[config.mk]
export PLATFORM = sky130hd
export DESIGN_NAME = hcsr04_trigger_ctrl
export DESIGN_NICKNAME = d
export VERILOG_FILES = /design/src/rtl/hcsr04_trigger_ctrl.sv
export SDC_FILE = /design/constraint.sdc
export NUM_CORES = 1
export LEC_CHECK = 0
export ABC_CLOCK_PERIOD_IN_PS = 2900
export BUFFER_PORTS_ARGS = -buffer_cell sky130_fd_sc_hd__buf_4
export CORE_MARGIN = 2
export CORE_UTILIZATION = 50
export CTS_CLUSTER_DIAMETER = 150
export DETAILED_ROUTE_END_ITERATION = 16
export PLACE_DENSITY_LB_ADDON = 0.3
export SYNTH_ARGS = -nofsm -noshare
export SYNTH_HDL_FRONTEND = slang
export SYNTH_SLANG_ARGS = --single-unit
[constraint.sdc]
create_clock -name clk -period 2.9 [get_ports clk]
set_input_delay 0.435 -clock clk [delete_from_list [all_inputs] [get_ports clk]]
set_output_delay 0.435 -clock clk [all_outputs]
set_load 0.005 [all_outputs]
[src/rtl/hcsr04_trigger_ctrl.sv]
// hcsr04_trigger_ctrl
// Transmit-side sequencer for an HC-SR04 ranging channel. It issues the TRIG
// pulse, waits for the echo block to start and finish timing the echo, and then
// holds off until the trigger-to-trigger period has elapsed. It runs either one
// shot per start request or back-to-back while continuous is held high.
module hcsr04_trigger_ctrl #(
   parameter int unsigned CLK_HZ            = 50000000,
   parameter int unsigned TRIG_TICKS        = 500,
   parameter int unsigned ARM_TIMEOUT_TICKS = 1500000,
   parameter int unsigned CYCLE_TICKS       = 3000000
) (
   input  logic        clk,
   input  logic        rst_n,
   input  logic        start,
   input  logic        continuous,
   input  logic        echo_busy,
   input  logic        echo_valid,
   input  logic        echo_timeout,
   output logic        trig_out,
   output logic        busy,
   output logic        no_echo,
   output logic        cycle_done,
   output logic [15:0] trig_count
);

   // Counter widths are fixed at 22 bits (cycle) and 21 bits (phase), so the
   // tick parameters must fit; a bad combination stops elaboration.
   if (CLK_HZ == 0 || TRIG_TICKS < 1 || ARM_TIMEOUT_TICKS < 1 ||
       TRIG_TICKS > 2097152 || ARM_TIMEOUT_TICKS > 2097152 ||
       CYCLE_TICKS > 4194304 ||
       CYCLE_TICKS <= TRIG_TICKS + ARM_TIMEOUT_TICKS) begin : g_bad_params
      $error("hcsr04_trigger_ctrl: inconsistent tick parameters");
   end

   typedef enum logic [2:0] {
      ST_IDLE,
      ST_TRIG,
      ST_ARM,
      ST_MEAS,
      ST_HOLDOFF
   } state_t;

   localparam logic [20:0] TRIG_LAST = 21'(TRIG_TICKS - 1);
   localparam logic [20:0] ARM_LAST  = 21'(ARM_TIMEOUT_TICKS - 1);
   localparam logic [21:0] CYC_LAST  = 22'(CYCLE_TICKS - 1);

   state_t      state_q, state_d;
   logic        trig_q, trig_d;
   logic        busy_q, busy_d;
   logic        no_echo_q, no_echo_d;
   logic        cycle_done_q, cycle_done_d;
   logic [15:0] count_q, count_d;
   logic [21:0] cyc_q, cyc_d;
   logic [20:0] ph_q, ph_d;
   logic        launch;

   // Next-state logic: every flop has its next value decided here. A launch
   // (from IDLE or a continuous HOLDOFF exit) restarts both counters together
   // so the cycle counter measures time from the TRIG rising edge.
   always_comb begin
      state_d      = state_q;
      trig_d       = trig_q;
      no_echo_d    = 1'b0;
      cycle_done_d = 1'b0;
      count_d      = count_q;
      ph_d         = ph_q;
      cyc_d        = (cyc_q >= CYC_LAST) ? cyc_q : cyc_q + 22'd1;
      launch       = 1'b0;

      case (state_q)
         ST_IDLE: begin
            if (start || continuous) begin
               launch = 1'b1;
            end
         end
         ST_TRIG: begin
            if (ph_q == TRIG_LAST) begin
               trig_d  = 1'b0;
               state_d = ST_ARM;
               ph_d    = '0;
            end else begin
               ph_d = ph_q + 21'd1;
            end
         end
         ST_ARM: begin
            if (echo_busy) begin
               state_d = ST_MEAS;
            end else if (echo_valid || echo_timeout) begin
               state_d = ST_HOLDOFF;
            end else if (ph_q == ARM_LAST) begin
               no_echo_d = 1'b1;
               state_d   = ST_HOLDOFF;
            end else begin
               ph_d = ph_q + 21'd1;
            end
         end
         ST_MEAS: begin
            if (echo_valid || echo_timeout) begin
               state_d = ST_HOLDOFF;
            end
         end
         ST_HOLDOFF: begin
            if (cyc_q >= CYC_LAST) begin
               cycle_done_d = 1'b1;
               if (continuous) begin
                  launch = 1'b1;
               end else begin
                  state_d = ST_IDLE;
               end
            end
         end
         default: begin
            state_d = ST_IDLE;
            trig_d  = 1'b0;
         end
      endcase

      if (launch) begin
         state_d = ST_TRIG;
         trig_d  = 1'b1;
         count_d = count_q + 16'd1;
         ph_d    = '0;
         cyc_d   = '0;
      end

      busy_d = (state_d != ST_IDLE);
   end

   // State and registered outputs; reset clears everything at once, so TRIG
   // drops as soon as rst_n falls.
   always_ff @(posedge clk or negedge rst_n) begin
      if (!rst_n) begin
         state_q      <= ST_IDLE;
         trig_q       <= 1'b0;
         busy_q       <= 1'b0;
         no_echo_q    <= 1'b0;
         cycle_done_q <= 1'b0;
         count_q      <= '0;
         cyc_q        <= '0;
         ph_q         <= '0;
      end else begin
         state_q      <= state_d;
         trig_q       <= trig_d;
         busy_q       <= busy_d;
         no_echo_q    <= no_echo_d;
         cycle_done_q <= cycle_done_d;
         count_q      <= count_d;
         cyc_q        <= cyc_d;
         ph_q         <= ph_d;
      end
   end

   assign trig_out   = trig_q;
   assign busy       = busy_q;
   assign no_echo    = no_echo_q;
   assign cycle_done = cycle_done_q;
   assign trig_count = count_q;

endmodule

======== Yosys cells after proc, flatten, opt, wreduce, memory -nomap -nowiden ========
Cells that the tools add are included.
word-level totals
  latch bits .............................. 0
  bits of input ports ..................... 7
  memories ................................ 0
  ROM bits ................................ 0
  logic and storage cells ................. 62
  output and inout bits ................... 20
  memory bits (writable) .................. 0
  bits in registers ....................... 66
operators by class
  eq/ne operators ......................... 12
  shift-type cells ........................ 0
  add/sub/neg operators ................... 3
  magnitude comparators ................... 1
  mux-type cells .......................... 30
  reductions and logical operators ........ 8
  bitwise operators ....................... 0
  div/mod/pow operators ................... 0
  multiply operators ...................... 0
operators with widths
  cell                                                                      count
  21-bit 2-to-1 mux                                                         5
  22-bit 2-to-1 mux                                                         2
  21-bit case mux with 2 select lines                                       1
  3-bit 2-to-1 mux                                                          8
  22-bit by 1-bit adder with 22-bit output (second input constant)          1
  22-bit >= comparator (second input constant)                              1
  21-bit by 1-bit adder with 21-bit output (second input constant)          1
  21-bit equality test (second input constant)                              1
  21-bit by 9-bit equality test with 1-bit output (second input constant)   1
  16-bit by 1-bit adder with 16-bit output (second input constant)          1
  3-bit case mux with 5 select lines                                        1
  3-bit inequality test (second input constant)                             4
  1-bit 2-to-1 mux                                                          11
  3-bit by 2-bit equality test with 1-bit output (second input constant)    2
  3-bit nonzero test                                                        2
  1-bit case mux with 2 select lines                                        2
  4-bit AND reduction                                                       1
  4-bit OR reduction                                                        1
  3-bit by 1-bit equality test with 1-bit output (second input constant)    1
  3-bit equality test (second input constant)                               1
  3-bit logical NOT                                                         1
  1-bit logical OR                                                          2
  2-bit by 1-bit inequality test with 1-bit output (second input constant)  1
  2-bit inequality test (second input constant)                             1
  2-bit AND reduction                                                       1

======== Longest topological paths before layout ========
Gate-level depths: netlist of run 1.
  depth after elaboration ................. 7
  gate-level depth with buffers ........... 8
  mapped depth without buffers ............ 7

======== Worst setup path before layout of run 1 ========
OpenSTA, ideal clock, no wires.
  path kind ............................... register to register
  start ................................... reg ph_q[0]
  end ..................................... reg state_q[2]
  slack ................................... 691 ps
  cell stages (with the launch flop) ...... 7
  arrival ................................. 2136 ps
  period minus slack after synthesis ...... 2209 ps
  path buffers ............................ 0
  setup time .............................. 73 ps
  cell sequence ........................... dfrtp_1 -> ha_1 -> and4_1 -> or3b_1 -> o41a_1 -> or4b_4 -> a21oi_2
on the way
  word-level cells in the longest chain between the ends .. 6
  elaborated cells on any way between the ends .. 8
RTL lines
  what                                    line  source
  from (decl)                             54    logic [20:0] ph_q, ph_d;
  from (signal assigned)                  149   ph_q <= ph_d;
  21-bit equality test                    90    end else if (ph_q == ARM_LAST) begin
  3-bit 2-to-1 mux                        90
  3-bit 2-to-1 mux                        88    end else if (echo_valid || echo_timeout) begin
  3-bit 2-to-1 mux                        86    if (echo_busy) begin
  3-bit case mux with 5 select lines (*)  70    case (state_q)
  3-bit 2-to-1 mux (*)                    118   if (launch) begin
  named net state_d[2]                    47    state_t state_q, state_d;
  to (signal assigned)                    142   state_q <= state_d;
  to (decl)                               47
The timed path passes the listed nets; every way through them passes the cells marked *.
A chain may end at the register's enable or synchronous reset.

======== Worst setup path in the final report of run 1 ========
  start ................................... reg cyc_q[0]
  end ..................................... reg count_q[1], in the netlist trig_count[1]
on the way
  word-level cells in the longest chain between the ends .. 3
RTL lines
  what                                line  source
  from (decl)                         53    logic [21:0] cyc_q, cyc_d;
  from (signal assigned)              148   cyc_q <= cyc_d;
  22-bit >= comparator                103   if (cyc_q >= CYC_LAST) begin
  1-bit 2-to-1 mux                    103
  1-bit case mux with 2 select lines  70
  to (signal assigned)                147   count_q <= count_d;
  to (decl)                           52    logic [15:0] count_q, count_d;
No other way between the ends.

==> results of run 1 <==
[stage by stage]
step,hold WS [ns],area [um2]
5_1_grt,0.265,3930
3_3_place_gp,0.463,3720
3_5_place_dp,0.472,3720
2_1_floorplan,0.139,3470
6_report,0.181,3930
4_1_cts,0.222,3930
[where the power goes]
part / total (mW) / switching, mW / internal (mW)
registers: 1.37 / 0.253 / 1.12
clock network: 0.812 / 0.365 / 0.447
logic: 0.780 / 0.424 / 0.356
[routing by layer]
layer / global-route usage [%] / part of all wire [%] / vias to the layer above
li1: - / - / 1302
met1: 31.7 / 51 / 1272
met2: 27.8 / 43 / 68
met3: 3.70 / 4.4 / 12
met4: 7.13 / 1.4 / 0
met5: 0 / 0 / -
[final cells by class]
cell class              instances  area [um2]
inverters                       3        11.3
flip-flops and latches         66        1650
fillers                       599        2820
repair buffers                 31         233
multi-input cells             270        1720
clock buffers                  11         151
clock inverters                 5        62.6
well taps                      80         100
[layout by cell type, fill, tap and decap left out, types with 2 or more instances in the layout]
master	instances
or3_1	2
a211oi_1	2
dfrtp_1	66
nand4_1	24
nand3_1	12
clkinvlp_4	2
o21ai_0	3
nor3_1	7
xor2_1	28
nand2_1	31
buf_4	31
nor2_1	54
ha_1	3
nand4b_1	2
inv_1	3
and4_1	2
nor2b_1	3
nor4_1	10
a21oi_1	6
o211ai_1	2
a21o_1	3
clkbuf_8	11
o21bai_1	2
nor3b_1	2
xnor2_1	26
and3_1	23
clkinv_4	2
[sequential cells by signal, summed over array words and instances, names as in the netlist]
signal,flops
trig_count,16
no_echo,1
busy,1
trig_out,1
cyc_q,22
cycle_done,1
state_q,3
ph_q,21
[synthesized netlist by cell type (all sizes together)]
cell | instances | area share, %
xor2 | 28 | 7.1
nand4b | 2 | 0.50
xnor2 | 26 | 6.6
mux2 | 1 | 0.32
or2 | 2 | 0.36
o21ai | 3 | 0.43
and2b | 1 | 0.25
nor2 | 54 | 5.8
o21ba | 1 | 0.29
or3b | 1 | 0.25
nor3 | 7 | 1.0
clkbuf | 2 | 0.22
a211oi | 2 | 0.43
ha | 3 | 1.1
o22ai | 1 | 0.18
inv | 3 | 0.32
o211ai | 2 | 0.43
o21a | 1 | 0.22
nor4 | 11 | 2.2
a21o | 3 | 0.65
a21oi | 7 | 1.1
buf | 10 | 2.3
nand3 | 13 | 2.0
nor4bb | 1 | 0.29
and3 | 24 | 4.4
nand2 | 31 | 3.4
nand4 | 24 | 4.3
or4 | 2 | 0.54
dfrtp | 66 | 48
and4 | 2 | 0.50
o41a | 1 | 0.32
or4b | 1 | 0.40
a22oi | 1 | 0.22
o21bai | 3 | 0.97
nor2b | 3 | 0.54
nor3b | 2 | 0.43
or3 | 2 | 0.36
o2111ai | 1 | 0.25
o31ai | 1 | 0.61
a31oi | 1 | 0.18
a2111oi | 1 | 0.79
[cell families (layout without fill, tap and decap cells)]
| family | after synthesis | after routing | share of synthesized area [%] |
|---|---|---|---|
| fa+ha+maj | 3 | 3 | 1.08 |
| xor+xnor | 54 | 54 | 13.6 |
| compound gates | 29 | 29 | 7.10 |
| buf+inv | 15 | 50 | 2.85 |
| simple gates | 183 | 183 | 27.5 |
| flops | 66 | 66 | 47.6 |
| mux | 1 | 1 | 0.324 |
[how the worst min path moves through the flow]
stage / depth (start not counted) / to / slack (ns) / start
2_1_floorplan: 0 / busy$_DFF_PN0_ / 0.14 / rst_n
3_3_place_gp: 1 / trig_count[15]$_DFFE_PN0N_ / 0.46 / trig_count[15]$_DFFE_PN0N_
3_5_place_dp: 1 / trig_out$_DFFE_PN0P_ / 0.47 / trig_out$_DFFE_PN0P_
4_1_cts: 1 / trig_count[15]$_DFFE_PN0N_ / 0.22 / rst_n
5_1_grt: 1 / cyc_q[21]$_DFFE_PN0P_ / 0.27 / rst_n
6_report: 1 / ph_q[2]$_DFFE_PN0P_ / 0.18 / rst_n
==> impl_metrics.toml, run 1 <==
[worst_setup_path]
crit_type = "register to register"
critical_path_depth = 7
cp_cell_sequence = "ha_1 > nand3_2 > a2111oi_4 > nor2_1 > o31ai_4 > buf_4 > mux2_2"
reg2reg_slack_ns = 0.49
cp.buffers_inverters = 1
end_kind = "register"
critical_path_required_ns = 3.13
reg2regPathDepth = 7
crit_family = "compound AO/OA/AOI/OAI gates"
r2r_start = "cyc_q[0]$_DFFE_PN0P_"
cp_max_fo = 21
slowest_stage = "a2111oi_4"
slowest_delay_ns = 0.43
cp-startpoint = "cyc_q[0]$_DFFE_PN0P_"
rr_endpoint = "trig_count[1]$_DFFE_PN0N_"
start_kind = "register"
endpoint = "trig_count[1]$_DFFE_PN0N_"
arrival_ns = 2.64

[placed_design]
port_buffers = 26
dpl.hpwl_um = 4680
dp.cells = 450
pre_cts_slack_ns = 0.495
routabilityCongestion = 0.894

[logic_synthesis]
syn_area_um2 = 3470
netlist_instances = 351
avgSynthCellArea_um2 = 9.90
ys_types = 50
syn_nets = 361
ys_ff_latch = 66
yosys_warnings = 0
synth-seq-area-share_pct = 47.6

[final_layout]
area_growth_pct = 13.2
layout.nets = 391
antenna-diode-count = 0
drive_gt1_share_pct = 15.5
post-route-util_pct = 58.2
final-instance-count-excl-fill = 466

[die]
initial_core_util_pct = 51.4
coreArea_um2 = 6760
fp-row-count = 30
die_h_um = 87.3
die_area_um2 = 7630
num_io_pins = 27
die_x_um = 87.3

[grt]
antenna_found_initial = 0
grt_pass1_wl_um = 12200
grt_remaining_overflow = 0
grt_max_degree = 67
grt_pass1_vias = 2476
grt_use_total_pct = 20.3

[sta]
setup_tns_ns = 0
max_freq_mhz = 414
finalCritPeriodShare_pct = 83.2
tightest_slew_ns = 0.799
setup_viol = 0
clock_skew_ns = 0.0115
relSlewSlack_pct = 46.7
period_minus_slack_ns = 2.41
hold_viol = 0
drv_slew = 0
rsz0062_at_grt = "no"
fin_ws_ns = 0.486

[pwr]
powerDensity_nw_per_um2 = 754
ir_drop_mv = 0.460
finalPower_mw = 2.97
p_leak_nw = 1.79

[cts]
clock_path_buffers = 2
cts_sinks = 66
post_cts_resized = 0
clock-root-buffer = "clkbuf_8"
tritoncts.num_buffers = 9
htree_levels = 3
ctsHoldBuffers = 0
clk_latency_ns = 0.34
cts_tree = "done"
post_cts_buffers = 0
clkTransAtPathRegs_ns = 0.08

[flow_run]
timing.max_cap.violations = 0

[routing]
drc = 0
totalWireLength_um = 6900
drtIter0Drc = 178
final_antenna_net_count = 0
route.vias.total = 2654
drt_pass1_iterations = 4
wl_per_cell_um = 14.8
drt-vias-per-instance = 5.70

[status]
status = "completed"

[min_path]
hold_path_class = "input pin to asynchronous set/reset pin"
No activity file was read; power rests on OpenSTA's default activity.
==> run 2, diff against run 1 <==
ABC_AREA = 1   (was default)
ABC_CLOCK_PERIOD_IN_PS = 2150   (was 2900)
clock period = 2.15 ns   (was 2.9 ns; I/O delays follow)
==> run 2 against run 1 <==
Net effect: die area is 26% higher; combinational power increased by 71%; critical endpoint is now ph_q[10]$_DFFE_PN0P_; global-route usage is 2.8 points higher; hold slack got worse by 0.020 ns; worst setup slack got worse by 0.29 ns; cell count increased by 73%; first-iteration DRC count increased by 100%; maximum frequency is 23% higher; via count rose by 63%; clock-buffer cell count up 1; critical path type unchanged.
==> impl_metrics.toml, run 2 <==
[logic_synthesis]
synth_top_family_by_area = "simple AND/OR/NAND/NOR gates"
synth_compound_area_share_pct = 6.72
ys_types = 34
ys_top_cells_by_area = "dfrtp_1 37%, nand2_1 17%, nor2_1 8.5%"
yosys-top-cells-count = "203 x nand2_1, 100 x nor2_1, 69 x inv_1, 66 x dfrtp_1, 42 x nand3_1"
syn_area_um2 = 4410
synth-seq-area-share_pct = 37.4
ys_ff_latch = 66
ys.flop_type = "dfrtp_1"
yosys_warnings = 0
netlist_instances = 654
synth-simple-area-share_pct = 40.3
synth_area_leader_cell = "dfrtp_1"
synth_top_area_share_pct = 37.4
synthMostInstantiatedCell = "nand2_1"
avgSynthCellArea_um2 = 6.75
synth_edf_count = 0
async_flop_share_pct = 100
synth_xor_area_share_pct = 5.95
synth_adder_area_share_pct = 0.850
synth_mux_area_share_pct = 0
syn_nets = 664

[status]
status = "completed"

[cts]
clock-root-buffer = "clkbuf_8"
cts_tree = "done"
cts_sinks = 66
htree_levels = 3
post_cts_buffers = 0
clk_latency_ns = 0.36
clkTransAtPathRegs_ns = 0.07
clock_path_buffers = 2
tritoncts.num_buffers = 9

[pwr]
p_leak_nw = 2.37
ir_drop_mv = 0.512
powerDensity_nw_per_um2 = 821

[placed_design]
routabilityCongestion = 0.974
dp.cells = 789
port_buffers = 26
dpl.hpwl_um = 7790

[worst_setup_path]
arrival_ns = 2.24
end_kind = "register"
crit_family = "simple AND/OR/NAND/NOR gates"
cp.buffers_inverters = 0
slowest_stage = "dfrtp_1"
cp_cell_sequence = "ha_1 > nand2_1 > nor2_1 > nand3_1 > nand2_2 > nand2_4 > nand2_4 > nand2_1 > a21oi_1"
start_kind = "register"
critical_path_required_ns = 2.43
cp_max_fo = 21
crit_type = "register to register"
slowest_delay_ns = 0.49

[final_layout]
largest-register = "cyc_q"
largest_reg_flops = 22
antenna-diode-count = 0
fillers = 781
drive_gt1_share_pct = 11.5
layout.nets = 703
final_common_cell = "nand2_1"
final-instance-count-excl-fill = 806
area_growth_pct = 13.7
layout_common_cells = "203 x nand2_1, 100 x nor2_1, 69 x inv_1, 66 x dfrtp_1, 45 x buf_4"

[grt]
use_met2_pct = 36.5
grt_remaining_overflow = 0
use_met1_pct = 32.1
grt_use_met3_pct = 3.44
grt_use_total_pct = 23.0
grt_pass1_vias = 4010
grt_max_degree = 40
grt_pass1_wl_um = 18300
grt_most_used_layer = "met2"
antenna_found_initial = 0

[die]
fp-row-count = 34
initial_core_util_pct = 51.1
die_x_um = 98.0
die_area_um2 = 9600
coreArea_um2 = 8640
num_io_pins = 27
die_h_um = 98.0

[sta]
clock_skew_ns = 0.0104
drv_slew = 0
rsz0062_at_grt = "no"
setup_tns_ns = 0
relSlewSlack_pct = 67.6
period_minus_slack_ns = 1.96
hold_viol = 0
max_freq_mhz = 511
tightest_slew_ns = 0.483
setup_viol = 0
finalCritPeriodShare_pct = 91.1

[flow_run]
timing.max_cap.violations = 0

[routing]
drc = 0
drt_pass1_iterations = 5
drt-vias-per-instance = 5.35
route.vias.total = 4314
final_antenna_net_count = 0
drtIter0Drc = 361
totalWireLength_um = 10700
wl_per_cell_um = 13.2

[min_path]
hold_path_class = "input pin to register"
run 2: cell types whose count changed in the layout (fill, tap and decap cells not counted), moves of 5 or more:
cell     before  now
inv_1         3   69
nand4_1      24   34
nand2_1      31  203
and3_1       23    0
nand3_1      12   42
buf_4        31   45
xnor2_1      26    6
nor2_1       54  100
nor3_1        7   14
nor4_1       10    5
o21ai_0       3   15
a21oi_1       6   28
run 2: worst paths after layout:
| path | cells after the start | slack (ns) | start | endpoint |
|---|---|---|---|---|
| setup / recovery | 9 | 0.19 | ph_q[0]$_DFFE_PN0P_ | ph_q[10]$_DFFE_PN0P_ |
| setup reg to reg | 9 | 0.19 | ph_q[0]$_DFFE_PN0P_ | ph_q[10]$_DFFE_PN0P_ |
| max in group asynchronous | 3 | 1.18 | rst_n | trig_count[3]$_DFFE_PN0N_ |
| hold reg to reg | 2 | 0.49 | trig_out$_DFFE_PN0P_ | trig_out$_DFFE_PN0P_ |
| hold / removal | 2 | 0.16 | echo_busy | no_echo$_DFF_PN0_ |
| min in group asynchronous | 2 | 0.43 | rst_n | cyc_q[19]$_DFFE_PN0P_ |
run 2: logic make-up after synthesis:
logic type,after synthesis
compound gates,53
flops,66
buf+inv,90
simple gates,412
xor+xnor,30
fa+ha+maj,3
run 2: area by class of cell:
class                      instances  area [um2]  area share (%)
multi-input combinational        498        2390            47.7
sequential                        66        1650            32.9
inverter                          70         263            5.23
clock inverter                     4        25.0           0.499
tap                              108         135            2.69
clock buffer                      12         165            3.29
timing repair buffer              48         388            7.73
run 2: per-layer routing:
metal,routed length [um],part of all wire (%)
met1,5030,47
met2,4930,46
met3,516,4.8
met4,205,1.9
met5,0,0
run 2: timing repair:
action	in CTS	in global routing
hold buffers	1	0
setup endpoints to repair	0	25
hold endpoints to repair	27	0
resized for setup	0	3
run 2: report_power, final:
part | internal [mW] | total (mW) | switching, mW
sequential | 1.49 | 1.78 | 0.288
combinational | 0.545 | 1.33 | 0.788
clock | 0.509 | 1.01 | 0.501
total | 2.54 | 4.12 | 1.58
run 2: through the flow:
step | util, % | worst slack, ns | area (um2) | power [mW] | hold slack, ns
final | 58.1 | 0.191 | 5020 | 4.12 | 0.161
after global routing | 58.1 | 0.00129 | 5020 | 4.42 | 0.173
after CTS | 58.0 | 0.116 | 5000 | 4.12 | 0.159
after detailed placement | 55.6 | 0.128 | 4800 | 3.11 | 0.277
after global placement | 55.6 | 0.237 | 4800 | 3.06 | 0.274
after floorplan | - | 0.353 | 4410 | 2.64 | 0.0269
==> run 3, diff against run 2 <==
PLACE_DENSITY_LB_ADDON = 0.12   (was 0.3)
==> run 3 against run 2 <==
Net effect: cell count did not move; clock skew barely moved; first-iteration DRC count fell by 33%; critical endpoint is now trig_count[3]$_DFFE_PN0N_; largest power group unchanged.
==> impl_metrics.toml, run 3 (same netlist as run 2, synthesis figures left out) <==
[die]
die_area_um2 = 9600
fp-row-count = 34
coreArea_um2 = 8640
initial_core_util_pct = 51.1
die_h_um = 98.0
die_x_um = 98.0
num_io_pins = 27

[status]
status = "completed"

[worst_setup_path]
cp.buffers_inverters = 1
arrival_ns = 2.14
slowest_stage = "dfrtp_1"
cp_cell_sequence = "ha_2 > nand3_2 > nor2_2 > nand2_1 > nand2_1 > nand2_1 > nand2_4 > nand3_4 > nand2_8 > buf_12 > o21ai_0"
crit_family = "simple AND/OR/NAND/NOR gates"
cpMostUsedCell = "nand2_1"
reg2reg_slack_ns = 0.23
crit_type = "register to register"
slowest_delay_ns = 0.39
critical_path_required_ns = 2.37
end_kind = "register"
start_kind = "register"
cp_max_fo = 26

[min_path]
hold_path_class = "input pin to register"

[sta]
fin_ws_ns = 0.235
setup_tns_ns = 0
finalCritPeriodShare_pct = 89.1
tightest_slew_ns = 0.552
clock_skew_ns = 0.0100
period_minus_slack_ns = 1.92
setup_viol = 0
rsz0062_at_grt = "no"
hold_viol = 0
drv_slew = 0
max_freq_mhz = 522
relSlewSlack_pct = 63.1

[cts]
tritoncts.num_buffers = 9
cts_sinks = 66
htree_levels = 3
clock-root-buffer = "clkbuf_8"
clkTransAtPathRegs_ns = 0.08
cts_tree = "done"
clock_path_buffers = 2
clk_latency_ns = 0.35

[final_layout]
antenna-diode-count = 0
fillers = 856
fin_area_um2 = 5050
drive_gt1_share_pct = 11.3
area_growth_pct = 14.3
final_common_cell = "nand2_1"
largest_reg_flops = 22
largest-register = "cyc_q"
post-route-util_pct = 58.4
layout_common_cells = "203 x nand2_1, 100 x nor2_1, 69 x inv_1, 65 x dfrtp_1, 43 x buf_4"
layout.nets = 703

[placed_design]
dpl_cell_area_um2 = 4830
port_buffers = 26
routabilityCongestion = 0.939
dpl.hpwl_um = 7810
pre_cts_slack_ns = 0.0451

[grt]
use_met1_pct = 34.2
grt_pass1_wl_um = 18700
grt_max_degree = 67
grt_use_total_pct = 23.6
antenna_found_initial = 0
grt_use_met3_pct = 3.22
grt_pass1_vias = 3954
grt_remaining_overflow = 0
grt_most_used_layer = "met2"
use_met2_pct = 36.5

[routing]
drtIter0Drc = 241
drt-vias-per-instance = 5.34
wl_per_cell_um = 13.4
totalWireLength_um = 10800
drt_pass1_iterations = 4
final_antenna_net_count = 0
route.vias.total = 4305
drc = 0

[pwr]
powerDensity_nw_per_um2 = 831
p_leak_nw = 2.37
ir_drop_mv = 0.499

[flow_run]
timing.max_cap.violations = 0
[run 3: cell types whose count changed in the layout (fill, tap and decap cells not counted), sizes merged]
cell and delta:
bufinv +1, clkbuf -1
[run 3: layout make-up]
cell class	count	area [um2]	share of cell area, %
timing repair buffer	48	413	8.18
inverter	70	263	5.21
tap	108	135	2.68
clock inverter	5	55.1	1.09
clock buffer	11	131	2.60
sequential	66	1650	32.8
multi-input combinational	498	2400	47.5
[run 3: timing repair]
action,in CTS,in global routing
buffers inserted,0,0
hold buffers,1,0
gates resized for setup,0,4
setup endpoints to repair,0,28
endpoints found under the hold margin,53,0
[run 3: worst paths after layout]
check                                startpoint                   endpoint  depth (start not counted)
min                                   echo_busy          no_echo$_DFF_PN0_                          2
max reg2reg                cyc_q[1]$_DFFE_PN0P_  trig_count[3]$_DFFE_PN0N_                         11
min reg2reg                trig_out$_DFFE_PN0P_       trig_out$_DFFE_PN0P_                          2
max in group asynchronous                 rst_n        ph_q[0]$_DFFE_PN0P_                          3
min in group asynchronous                 rst_n             busy$_DFF_PN0_                          3
max                        cyc_q[1]$_DFFE_PN0P_  trig_count[3]$_DFFE_PN0N_                         11
[run 3: stage by stage]
step / hold slack, ns / total power, mW / cells
3_3_place_gp: 0.355 / 3.11 / 789
2_1_floorplan: 0.0269 / 2.64 / 654
6_report: 0.177 / 4.19 / 806
4_1_cts: 0.163 / 4.21 / 806
3_5_place_dp: 0.357 / 3.16 / 789
5_1_grt: 0.170 / 4.51 / 806
[run 3: report_power, final]
part	total [mW]	switching, mW	internal [mW]
Sequential	1.78	0.288	1.49
Combinational	1.38	0.802	0.577
Clock	1.03	0.502	0.532
Total	4.19	1.59	2.60
[run 3: layer usage]
layer | vias up | routed length, um
met2 | 107 | 4870
met3 | 14 | 514
met1 | 2012 | 5250
li1 | 2172 | -
met5 | - | 0
met4 | 0 | 147
